File: config.mk
export PLATFORM = sky130hd
export DESIGN_NAME = ham38_decoder
export DESIGN_NICKNAME = d
export VERILOG_FILES = /design/src/rtl/ham38_pkg.sv /design/src/rtl/ham38_syndrome.sv /design/src/rtl/ham38_decoder.sv
export SDC_FILE = /design/constraint.sdc
export NUM_CORES = 1
export LEC_CHECK = 0
export BUFFER_PORTS_ARGS = -buffer_cell sky130_fd_sc_hd__buf_4
export CAP_MARGIN = 20
export CORE_MARGIN = 4
export CORE_UTILIZATION = 61
export CTS_BUF_LIST = sky130_fd_sc_hd__clkbuf_2 sky130_fd_sc_hd__clkbuf_4 sky130_fd_sc_hd__clkbuf_8
export DETAILED_ROUTE_END_ITERATION = 16
export PLACE_DENSITY_LB_ADDON = 0.15
export RECOVER_POWER = 25
export SYNTH_ARGS = -nofsm -noshare
export SYNTH_HDL_FRONTEND = slang
export SYNTH_HIERARCHICAL = 1
export SYNTH_SLANG_ARGS = --single-unit
export TNS_END_PERCENT = 30
File: constraint.sdc
create_clock -name clk -period 5.3 [get_ports clk]
set_clock_uncertainty 0.1 [all_clocks]
set_input_delay 0.53 -clock clk [delete_from_list [all_inputs] [get_ports clk]]
set_output_delay 0.53 -clock clk [all_outputs]
set_load 0.005 [all_outputs]
File: src/rtl/ham38_pkg.sv
// Shared constants and helpers for the 38-bit Hamming SEC decoder.
package ham38_pkg;

    localparam int unsigned CW_W          = 38;
    localparam int unsigned DATA_W        = 32;
    localparam int unsigned PAR_W         = 6;
    localparam int unsigned BLK_WORDS_DEF = 32;

    // Parity bits sit at the power-of-two Hamming positions 1,2,4,8,16,32.
    localparam logic [CW_W-1:0] PAR_MASK = 38'h00_8000_808B;

    // Strip the parity bits; remaining bits map to d0..d31 in ascending order.
    function automatic logic [DATA_W-1:0] extract_data(input logic [CW_W-1:0] cw);
        logic [DATA_W-1:0] d;
        logic [4:0]        k;
        d = '0;
        k = '0;
        for (int unsigned j = 0; j < CW_W; j++) begin
            if (!PAR_MASK[j[5:0]]) begin
                d[k] = cw[j[5:0]];
                k    = k + 5'd1;
            end
        end
        return d;
    endfunction

    // Syndrome is the XOR of the Hamming positions of every set bit.
    function automatic logic [PAR_W-1:0] calc_syndrome(input logic [CW_W-1:0] cw);
        logic [PAR_W-1:0] s;
        s = '0;
        for (int unsigned j = 0; j < CW_W; j++) begin
            if (cw[j[5:0]]) begin
                s = s ^ PAR_W'(j + 1);
            end
        end
        return s;
    endfunction

endpackage

File: src/rtl/ham38_syndrome.sv
// Combinational 6-bit syndrome of a 38-bit Hamming codeword.
module ham38_syndrome
    import ham38_pkg::*;
(
    input  logic [CW_W-1:0]  i_cw,
    output logic [PAR_W-1:0] o_syn
);

    // Pure function of the codeword; reusable by an encoder self-check.
    always_comb begin
        o_syn = calc_syndrome(i_cw);
    end

endmodule

File: src/rtl/ham38_decoder.sv
// Two-stage streaming Hamming SEC decoder (38-bit codeword -> 32-bit data).
// Optional error counters are enabled with the macro HAM38_ERR_CNT_EN.
module ham38_decoder
    import ham38_pkg::*;
#(
    parameter int unsigned BLK_WORDS = BLK_WORDS_DEF
`ifdef HAM38_ERR_CNT_EN
    ,
    parameter int unsigned CNT_W     = 16
`endif
)
(
    input  logic              clk,
    input  logic              rst,
`ifdef HAM38_ERR_CNT_EN
    input  logic              cnt_clr,
    output logic [CNT_W-1:0]  corr_cnt,
    output logic [CNT_W-1:0]  uncorr_cnt,
`endif
    input  logic              in_valid,
    output logic              in_ready,
    input  logic [CW_W-1:0]   in_cw,
    output logic              out_valid,
    input  logic              out_ready,
    output logic [DATA_W-1:0] out_data,
    output logic [4:0]        out_idx,
    output logic              out_last,
    output logic              out_corr,
    output logic              out_uncorr
);

    localparam int unsigned IDX_W = 5;

    logic              r_s1_valid;
    logic [CW_W-1:0]   r_s1_cw;
    logic [PAR_W-1:0]  r_s1_syn;
    logic [IDX_W-1:0]  r_idx;

    logic [PAR_W-1:0]  w_syn;
    logic              w_s2_adv;
    logic              w_s1_adv;
    logic              w_out_hs;
    logic              w_corr;
    logic              w_uncorr;
    logic [CW_W-1:0]   w_flip;
    logic [DATA_W-1:0] w_data;

    ham38_syndrome u_syndrome (
        .i_cw  (in_cw),
        .o_syn (w_syn)
    );

    // Pipeline advance and handshake decode.
    always_comb begin
        w_s2_adv = !out_valid || out_ready;
        w_s1_adv = !r_s1_valid || w_s2_adv;
        w_out_hs = out_valid && out_ready;
        in_ready = w_s1_adv;
        out_idx  = r_idx;
        out_last = (r_idx == IDX_W'(BLK_WORDS - 1));
    end

    // Classify the syndrome and correct a single flipped bit.
    always_comb begin
        w_corr   = (r_s1_syn != '0) && (r_s1_syn <= PAR_W'(CW_W));
        w_uncorr = (r_s1_syn > PAR_W'(CW_W));
        w_flip   = '0;
        if (w_corr) begin
            w_flip = CW_W'(1) << (r_s1_syn - PAR_W'(1));
        end
        w_data   = extract_data(r_s1_cw ^ w_flip);
    end

    // Stage 1: capture codeword and its syndrome.
    always_ff @(posedge clk) begin
        if (rst) begin
            r_s1_valid <= 1'b0;
            r_s1_cw    <= '0;
            r_s1_syn   <= '0;
        end else if (w_s1_adv) begin
            r_s1_valid <= in_valid;
            if (in_valid) begin
                r_s1_cw  <= in_cw;
                r_s1_syn <= w_syn;
            end
        end
    end

    // Stage 2: register corrected data and flags; hold while stalled.
    always_ff @(posedge clk) begin
        if (rst) begin
            out_valid  <= 1'b0;
            out_data   <= '0;
            out_corr   <= 1'b0;
            out_uncorr <= 1'b0;
        end else if (w_s2_adv) begin
            out_valid <= r_s1_valid;
            if (r_s1_valid) begin
                out_data   <= w_data;
                out_corr   <= w_corr;
                out_uncorr <= w_uncorr;
            end
        end
    end

    // Word index within the block, advancing on each output handshake.
    always_ff @(posedge clk) begin
        if (rst) begin
            r_idx <= '0;
        end else if (w_out_hs) begin
            if (r_idx == IDX_W'(BLK_WORDS - 1)) begin
                r_idx <= '0;
            end else begin
                r_idx <= r_idx + IDX_W'(1);
            end
        end
    end

`ifdef HAM38_ERR_CNT_EN
    // Saturating error counters; clear wins over a same-cycle increment.
    always_ff @(posedge clk) begin
        if (rst || cnt_clr) begin
            corr_cnt   <= '0;
            uncorr_cnt <= '0;
        end else begin
            if (w_out_hs && out_corr && !(&corr_cnt)) begin
                corr_cnt <= corr_cnt + CNT_W'(1);
            end
            if (w_out_hs && out_uncorr && !(&uncorr_cnt)) begin
                uncorr_cnt <= uncorr_cnt + CNT_W'(1);
            end
        end
    end
`endif

endmodule

==> impl_summary.log, run 1 <==
INFO  metric clock_sinks = 79
INFO  metric io_buffers = between 80 and 90
INFO  metric post-route-period-util = about half
INFO  metric clock_tree_from_tritoncts = done
INFO  metric timing.max_slew.rel_slack = approximately a third
INFO  metric die_area = a little over 8000 um2
INFO  metric synth.ff_latch_count = 79
INFO  metric post_synth_instance_area = between 4000 and 5000 um2
INFO  metric dieWidth = 90.80 um
INFO  metric cts.reportedPaths.clkPinSlew = approximately 0.080 ns
INFO  metric worstPathCellList = buf_4 -> and3b_1 -> buf_4 -> inv_1 -> buf_4 -> buf_4
INFO  metric insertedDiodeCount = 0
INFO  metric dr_total_vias = just under 4000
INFO  metric timing.critical_path.required = between 4 and 5 ns
INFO  metric status = finished, final reports clean
INFO  metric layout-drive-gt1-share = 20.48%
INFO  metric finalWeightedCongestion = a little over 0.9
INFO  metric yosysTopAreaCellShare = 37.82%
INFO  metric worst-endpoint-arrival = around 2.1 ns
INFO  metric die-height = a little over 90 um
INFO  metric synth.net_count = approximately 520
INFO  metric rrSetupSlack = about 3.2 ns
INFO  metric clk_path_buf_depth = 2
INFO  metric cts_root_buffer = sky130_fd_sc_hd__clkbuf_8
INFO  metric post-place-cells = about 600
INFO  metric ios = between 80 and 90
INFO  metric timing.final.setup_violations = 0
INFO  metric number_of_nets_still_failing_antenna_checks_after_routing = 0
INFO  metric largest_net_degree_at_the_start_of_global_routing = 81
INFO  metric hpwl = about 7.4 mm
INFO  metric global_route.usage.total = about a quarter
INFO  metric slowest_delay = 0.33 ns
INFO  metric placed_area = 4737 um2
INFO  metric mostFrequentLayoutCell = sky130_fd_sc_hd__dfxtp_1
INFO  metric final_core_util = between 70% and 80%
INFO  metric numCtsBuffers = 9
INFO  metric area.growth.synth_to_final = 18.37%
INFO  metric worst_skew_pair.late_latency = 0.36 ns
INFO  metric remaining_drc_errors = 0
INFO  metric layout.cell_area.non_filler = 4950 um2
INFO  metric endpoint_kind = primary output
INFO  metric path_max_fanout = 40
INFO  metric first_pass_iters = 5
INFO  metric max_cap_violations = 0
INFO  metric grt_setup_unrepaired = false
INFO  metric setup_total_negative_slack = 0 ns
INFO  metric leakagePower = 1.820 nW
INFO  metric initial_utilization = between 60% and 70%
INFO  metric post_cts_hold_buffer_count = 0
INFO  metric kind_of_start_point_of_the_critical_path = flop
INFO  metric cp-endpoint = in_ready
INFO  metric timing.setup.critical_path_class = reg -> out
INFO  metric dominantRegCellSynth = sky130_fd_sc_hd__dfxtp_1
INFO  metric num_rows = 29
INFO  metric irDropWorstVdd = 0.1663 mV
INFO  metric finalMaxSlewViolations = 0
INFO  metric wire_length_of_the_first_global_routing_pass = approximately 17 mm
INFO  metric ys_top_cells_by_area = sky130_fd_sc_hd__dfxtp_1, sky130_fd_sc_hd__a21oi_1, sky130_fd_sc_hd__o21ai_0
INFO  metric synth-edff-count = 0
INFO  metric routed_wl = 10.43 mm
INFO  metric cts.repair.resized = 0
INFO  metric timing.critical_path.from = r_s1_valid
INFO  metric drt-wirelength-per-cell = around 17 um
INFO  metric critical_path.reg2reg.startpoint = r_s1_valid
INFO  metric worst_pin_slew = about 0.97 ns
INFO  metric stdcell_count = roughly 600
INFO  metric grt_antenna_before_repair = 0
INFO  metric detail_route.iter0.violations = 260
INFO  metric finalNetCount = 576
INFO  metric cts_htree_levels = 3
INFO  metric critPathMostFrequentCell = sky130_fd_sc_hd__buf_4
INFO  metric critPathTopFamily = buffers and inverters
INFO  metric worst_path_max_delay_cell = sky130_fd_sc_hd__buf_4
INFO  metric cp.buffers_inverters = 5
INFO  metric global_route.overflow_total = 0
INFO  metric max_clock_freq = about 370 MHz
INFO  metric final_period_minus_worst_setup_slack = roughly 2.7 ns
INFO  metric power.total = 0.001587 W
INFO  metric postSynthCellCount = around 480
INFO  metric power.density = 320.6 nW/um2
INFO  metric yosysSeqAreaShare = between 30% and 40%
INFO  metric layout_common_cells = sky130_fd_sc_hd__dfxtp_1, sky130_fd_sc_hd__a21oi_1, sky130_fd_sc_hd__o21ai_0
INFO  metric worst-path-stages = 6
INFO  metric hold_viol = 0
INFO  metric hold_depth = 3
INFO  metric synthArstFlopShare = 0%
INFO  metric worst_r2r_path_depth = 7
INFO  metric cts_setup_buffers = 0
INFO  metric worstHoldPathType = in -> reg
INFO  metric coreArea = between 6000 and 7000 um2
INFO  metric number_of_global_route_vias_before_repair = around 3500
INFO  metric via_per_inst = approximately 6.3
INFO  metric synth.yosys.warnings = 6
INFO  metric avgSynthCellArea = 8.766 um2
INFO  metric r2r_end = r_s1_cw[17]
INFO  metric yosys.area.top_type = sky130_fd_sc_hd__dfxtp_1
INFO  metric netlist-cell-type-count = 39
==> Yosys cell counts (2+ instances only) <==
cell / number
sky130_fd_sc_hd__nand4bb_1: 4
sky130_fd_sc_hd__or3_1: 32
sky130_fd_sc_hd__or4_1: 2
sky130_fd_sc_hd__buf_4: 4
sky130_fd_sc_hd__nand4b_1: 2
sky130_fd_sc_hd__inv_1: 3
sky130_fd_sc_hd__a21oi_1: 77
sky130_fd_sc_hd__o21ai_0: 71
sky130_fd_sc_hd__dfxtp_1: 79
sky130_fd_sc_hd__a311oi_1: 32
sky130_fd_sc_hd__nor2_1: 3
sky130_fd_sc_hd__nand2b_1: 5
sky130_fd_sc_hd__nand3_1: 40
sky130_fd_sc_hd__ha_1: 2
sky130_fd_sc_hd__or4b_4: 4
sky130_fd_sc_hd__nand2_1: 5
sky130_fd_sc_hd__buf_6: 4
sky130_fd_sc_hd__clkbuf_1: 34
sky130_fd_sc_hd__xnor3_1: 9
sky130_fd_sc_hd__xor2_1: 7
sky130_fd_sc_hd__o21ai_1: 2
sky130_fd_sc_hd__xnor2_1: 39
==> layer usage <==
layer  wire length [um]  part of all wire (%)  vias to the layer above  global-route usage (%)
met3                789                   7.6                       13                   5.333
met4                103                  0.99                        0                   7.035
met2               4943                    47                      158                   40.64
li1                   -                     -                     1882                       -
met1               4594                    44                     1830                   33.66
met5                  0                     0                        -                       0
==> worst min-delay path by stage <==
stage / start / end / slack [ns]
2_1_floorplan: r_s1_cw[22] / r_s1_cw[22] / 0.36
3_3_place_gp: out_idx[4] / out_idx[4] / 0.36
3_5_place_dp: r_s1_cw[21] / r_s1_cw[21] / 0.37
4_1_cts: in_cw[23] / r_s1_cw[23] / 0.35
5_1_grt: in_cw[32] / r_s1_cw[32] / 0.36
6_report: in_cw[23] / r_s1_cw[23] / 0.36
==> final cells by class <==
class,count,area (um2)
clock buffer,12,165.2
clock inverter,4,51.30
fill,491,1545
inverter,3,11.26
multi-input combinational,351,2372
sequential,79,1582
tap,77,96.34
timing repair buffer,88,671.9
==> state kept, by name, indices dropped and copies added (netlist names) <==
register,cells
out_corr,1
out_data,32
r_s1_syn,6
r_s1_valid,1
r_s1_cw,32
out_valid,1
out_uncorr,1
out_idx,5
==> kinds of logic (layout without fill, tap and decap cells) <==
group / after synthesis / count (layout) / synth area share [%]
AO/OA/AOI/OAI: 186 / 186 / 25.49
XOR/XNOR: 55 / 55 / 14.48
adder cells (fa/ha/maj): 2 / 2 / 0.5983
buffers and inverters: 47 / 107 / 5.446
flip-flops: 79 / 79 / 37.82
multiplexers: 1 / 1 / 0.2394
AND/OR/NAND/NOR: 107 / 107 / 15.92
==> worst register-to-register path, cell delays in order, from the launching register on <==
cell and delay (ns):
sky130_fd_sc_hd__dfxtp_1 0.31, sky130_fd_sc_hd__buf_4 0.33, sky130_fd_sc_hd__and3b_1 0.24, sky130_fd_sc_hd__buf_4 0.32
sky130_fd_sc_hd__inv_1 0.09, sky130_fd_sc_hd__buf_4 0.25, sky130_fd_sc_hd__nand3_1 0.20, sky130_fd_sc_hd__a21oi_1 0.09
==> through the flow <==
step	hold slack (ns)	setup WS [ns]
after floorplan	0.3590	3.452
after global placement	0.3633	3.009
after detailed placement	0.3728	2.984
after CTS	0.3496	2.615
after global routing	0.3605	2.485
final	0.3552	2.586
==> where the power goes <==
group          switching (W)  leakage, nW  internal [W]
sequential         0.0000549        0.650      0.000640
combinational       0.000210         1.06      0.000206
clock               0.000218        0.109      0.000257
Note: power is estimated with default switching activity, not from simulation.
==> run 2: changes to the inputs <==
--- a/config.mk
+++ b/config.mk
@@ -8,7 +8,7 @@
 export BUFFER_PORTS_ARGS = -buffer_cell sky130_fd_sc_hd__buf_4
 export CAP_MARGIN = 20
 export CORE_MARGIN = 4
-export CORE_UTILIZATION = 61
+export CORE_UTILIZATION = 57
 export CTS_BUF_LIST = sky130_fd_sc_hd__clkbuf_2 sky130_fd_sc_hd__clkbuf_4 sky130_fd_sc_hd__clkbuf_8
 export DETAILED_ROUTE_END_ITERATION = 16
 export PLACE_DENSITY_LB_ADDON = 0.15
==> constraint.sdc (replaced) <==
create_clock -name clk -period 2.52 [get_ports clk]
set_clock_uncertainty 0.1 [all_clocks]
set_input_delay 0.252 -clock clk [delete_from_list [all_inputs] [get_ports clk]]
set_output_delay 0.252 -clock clk [all_outputs]
set_load 0.005 [all_outputs]
==> impl_summary.log, run 2 (synthesized netlist as in run 1, its figures left out) <==
INFO  metric coreArea = 6944 um2 (+6.9%)
INFO  metric area.growth.synth_to_final = 19.54%
INFO  metric worst_pin_slew = 0.7378 ns (-0.2324 ns)
INFO  metric initial_utilization = 60.22% (-4.2 points)
INFO  metric cts_root_buffer = sky130_fd_sc_hd__clkbuf_8
INFO  metric startpoint_of_the_worst_hold_path = in_cw[37]
INFO  metric number_of_nets_still_failing_antenna_checks_after_routing = 0 (unchanged)
INFO  metric drt-wirelength-per-cell = 17.01 um (+0.12%)
INFO  metric critical_path.reg2reg.startpoint = r_s1_syn[0]
INFO  metric io_buffers = 83 (unchanged)
INFO  metric clock_tree_from_tritoncts = done
INFO  metric detail_route.iter0.violations = 373 (+43%)
INFO  metric grt_setup_unrepaired = false
INFO  metric routed_wl = 10.78 mm (+3.4%)
INFO  metric irDropWorstVdd = 0.3992 mV (+140%)
INFO  metric grt.met1_usage = 36.32% (+2.7 points)
INFO  metric clock_sinks = 79 (unchanged)
INFO  metric num_rows = 30 (+3.4%)
INFO  metric timing.max_slew.rel_slack = 50.81% (+16 points)
INFO  metric path_max_fanout = 21 (-48%)
INFO  metric post_cts_hold_buffer_count = 0 (unchanged)
INFO  metric worstHoldPathType = in -> reg
INFO  metric finalMaxSlewViolations = 0 (unchanged)
INFO  metric gr_layer_usage_met3 = 3.606% (-1.7 points)
INFO  metric max_cap_violations = 0 (unchanged)
INFO  metric worst_r2r_path_depth = 3 (-4)
INFO  metric mostFrequentLayoutCell = sky130_fd_sc_hd__dfxtp_1
INFO  metric whs_endpoint = r_s1_cw[37]
INFO  metric number_of_global_route_vias_before_repair = 3488 (-0.91%)
INFO  metric gr-max-usage-layer = met2
INFO  metric dieWidth = 93.65 um (+3.1%)
INFO  metric layout-drive-gt1-share = 20.63% (+0.15 points)
INFO  metric global_route.overflow_total = 0 (unchanged)
INFO  metric status = finished, final reports clean
INFO  metric cts_setup_buffers = 0 (unchanged)
INFO  metric first_pass_iters = 5 (unchanged)
INFO  metric final_period_minus_worst_setup_slack = about 2.2 ns
INFO  metric largest_registers = out_data (32), r_s1_cw (32), r_s1_syn (6)
INFO  metric ios = 84 (unchanged)
INFO  metric insertedDiodeCount = 0 (unchanged)
INFO  metric layout.cell_area.non_filler = 4999 um2 (+0.99%)
INFO  metric numCtsBuffers = 9 (unchanged)
INFO  metric dr_total_vias = 3877 (-0.15%)
INFO  metric worst_skew_pair.late_latency = 0.35 ns (about the same)
INFO  metric timing.final.setup_violations = 0 (unchanged)
INFO  metric setup_total_negative_slack = 0 ns (unchanged)
INFO  metric die-height = 93.65 um (+3.1%)
INFO  metric global_route.usage.total = 24.69% (-0.34 points)
INFO  metric cts.repair.resized = 0 (unchanged)
INFO  metric cts.reportedPaths.clkPinSlew = 0.08 ns (about the same)
INFO  metric rrSetupSlack = 0.52 ns (-2.71 ns)
INFO  metric post-route-period-util = roughly 87%
INFO  metric leakagePower = 1.839 nW (+1.0%)
INFO  metric hold_viol = 0 (unchanged)
INFO  metric finalNetCount = 578 (+0.35%)
INFO  metric max_clock_freq = roughly 450 MHz
INFO  metric placed_area = 4753 um2 (+0.34%)
INFO  metric via_per_inst = 6.115 (-3.3%)
INFO  metric cts_htree_levels = 3 (unchanged)
INFO  metric grtUsageMet2 = 36.93% (-3.7 points)
INFO  metric wire_length_of_the_first_global_routing_pass = 17.34 mm (+2.7%)
INFO  metric grt_antenna_before_repair = 0 (unchanged)
INFO  metric largest_net_degree_at_the_start_of_global_routing = 74 (-8.6%)
INFO  metric clk_path_buf_depth = 2 (unchanged)
INFO  metric r2r_end = out_data[23]
INFO  metric timing.setup.critical_path_class = reg -> out
INFO  metric power.density = 691.6 nW/um2 (+120%)
INFO  metric layout_common_cells = sky130_fd_sc_hd__dfxtp_1, sky130_fd_sc_hd__a21oi_1, sky130_fd_sc_hd__o21ai_0
INFO  metric kind_of_start_point_of_the_critical_path = flop
INFO  metric worst-endpoint-arrival = 1.85 ns (-0.23 ns)
INFO  metric timing.critical_path.required = 2.17 ns (-2.50 ns)
INFO  metric endpoint_kind = primary output
INFO  metric hold_depth = 3 (unchanged)
INFO  metric die_area = 8770 um2 (+6.4%)
INFO  metric finalWeightedCongestion = 0.8597 (-6.1%)
INFO  metric hpwl = 7.648 mm (+3.5%)
INFO  metric remaining_drc_errors = 0 (unchanged)
## run 2: metal layers
metal / part of all wire, % / up-vias
met5: 0 / -
met2: 45 / 184
met3: 8.6 / 16
met4: 1.6 / 0
li1: - / 1890
met1: 45 / 1787
## run 2: worst max path at each step
stage                          start    endpoint  cells after the start
after global routing       out_valid    in_ready                      4
final                      out_valid    in_ready                      4
after floorplan           out_idx[0]  out_idx[3]                      5
after detailed placement   out_valid    in_ready                      3
after CTS                  out_valid    in_ready                      3
after global placement     out_ready    in_ready                      4
## run 2: critical path, stage by stage, from the launching register on
cell and delay [ns]:
sky130_fd_sc_hd__dfxtp_1 0.36, sky130_fd_sc_hd__and3b_1 0.22, sky130_fd_sc_hd__inv_1 0.52, sky130_fd_sc_hd__buf_8 0.25, sky130_fd_sc_hd__buf_4 0.13
## run 2: where the power goes
group	internal [W]	switching, W
combinational	0.000434	0.000436
clock	0.000674	0.000436
sequential	0.00135	0.000131
total	0.00245	0.00100
## run 2: stage by stage
stage                     total power [W]  instances  setup slack (ns)  util [%]  hold WS [ns]
final                            0.003457        634            0.3195     71.98       0.09475
after global routing             0.003624        634            0.2475     71.98       0.08851
after CTS                        0.003463        633            0.1202     71.82       0.08720
after detailed placement         0.002366        618            0.5122     68.45        0.3754
after global placement           0.002336        618            0.5405     68.45        0.3657
after floorplan                  0.002106        477            0.7541         -        0.2997
## run 2: layout make-up
cell class	count	area, um2
inverters	3	11.26
repair buffers	90	679.4
well taps	96	120.1
fillers	547	1946
clock inverters	4	95.09
multi-input cells	351	2372
clock buffers	11	138.9
flip-flops and latches	79	1582
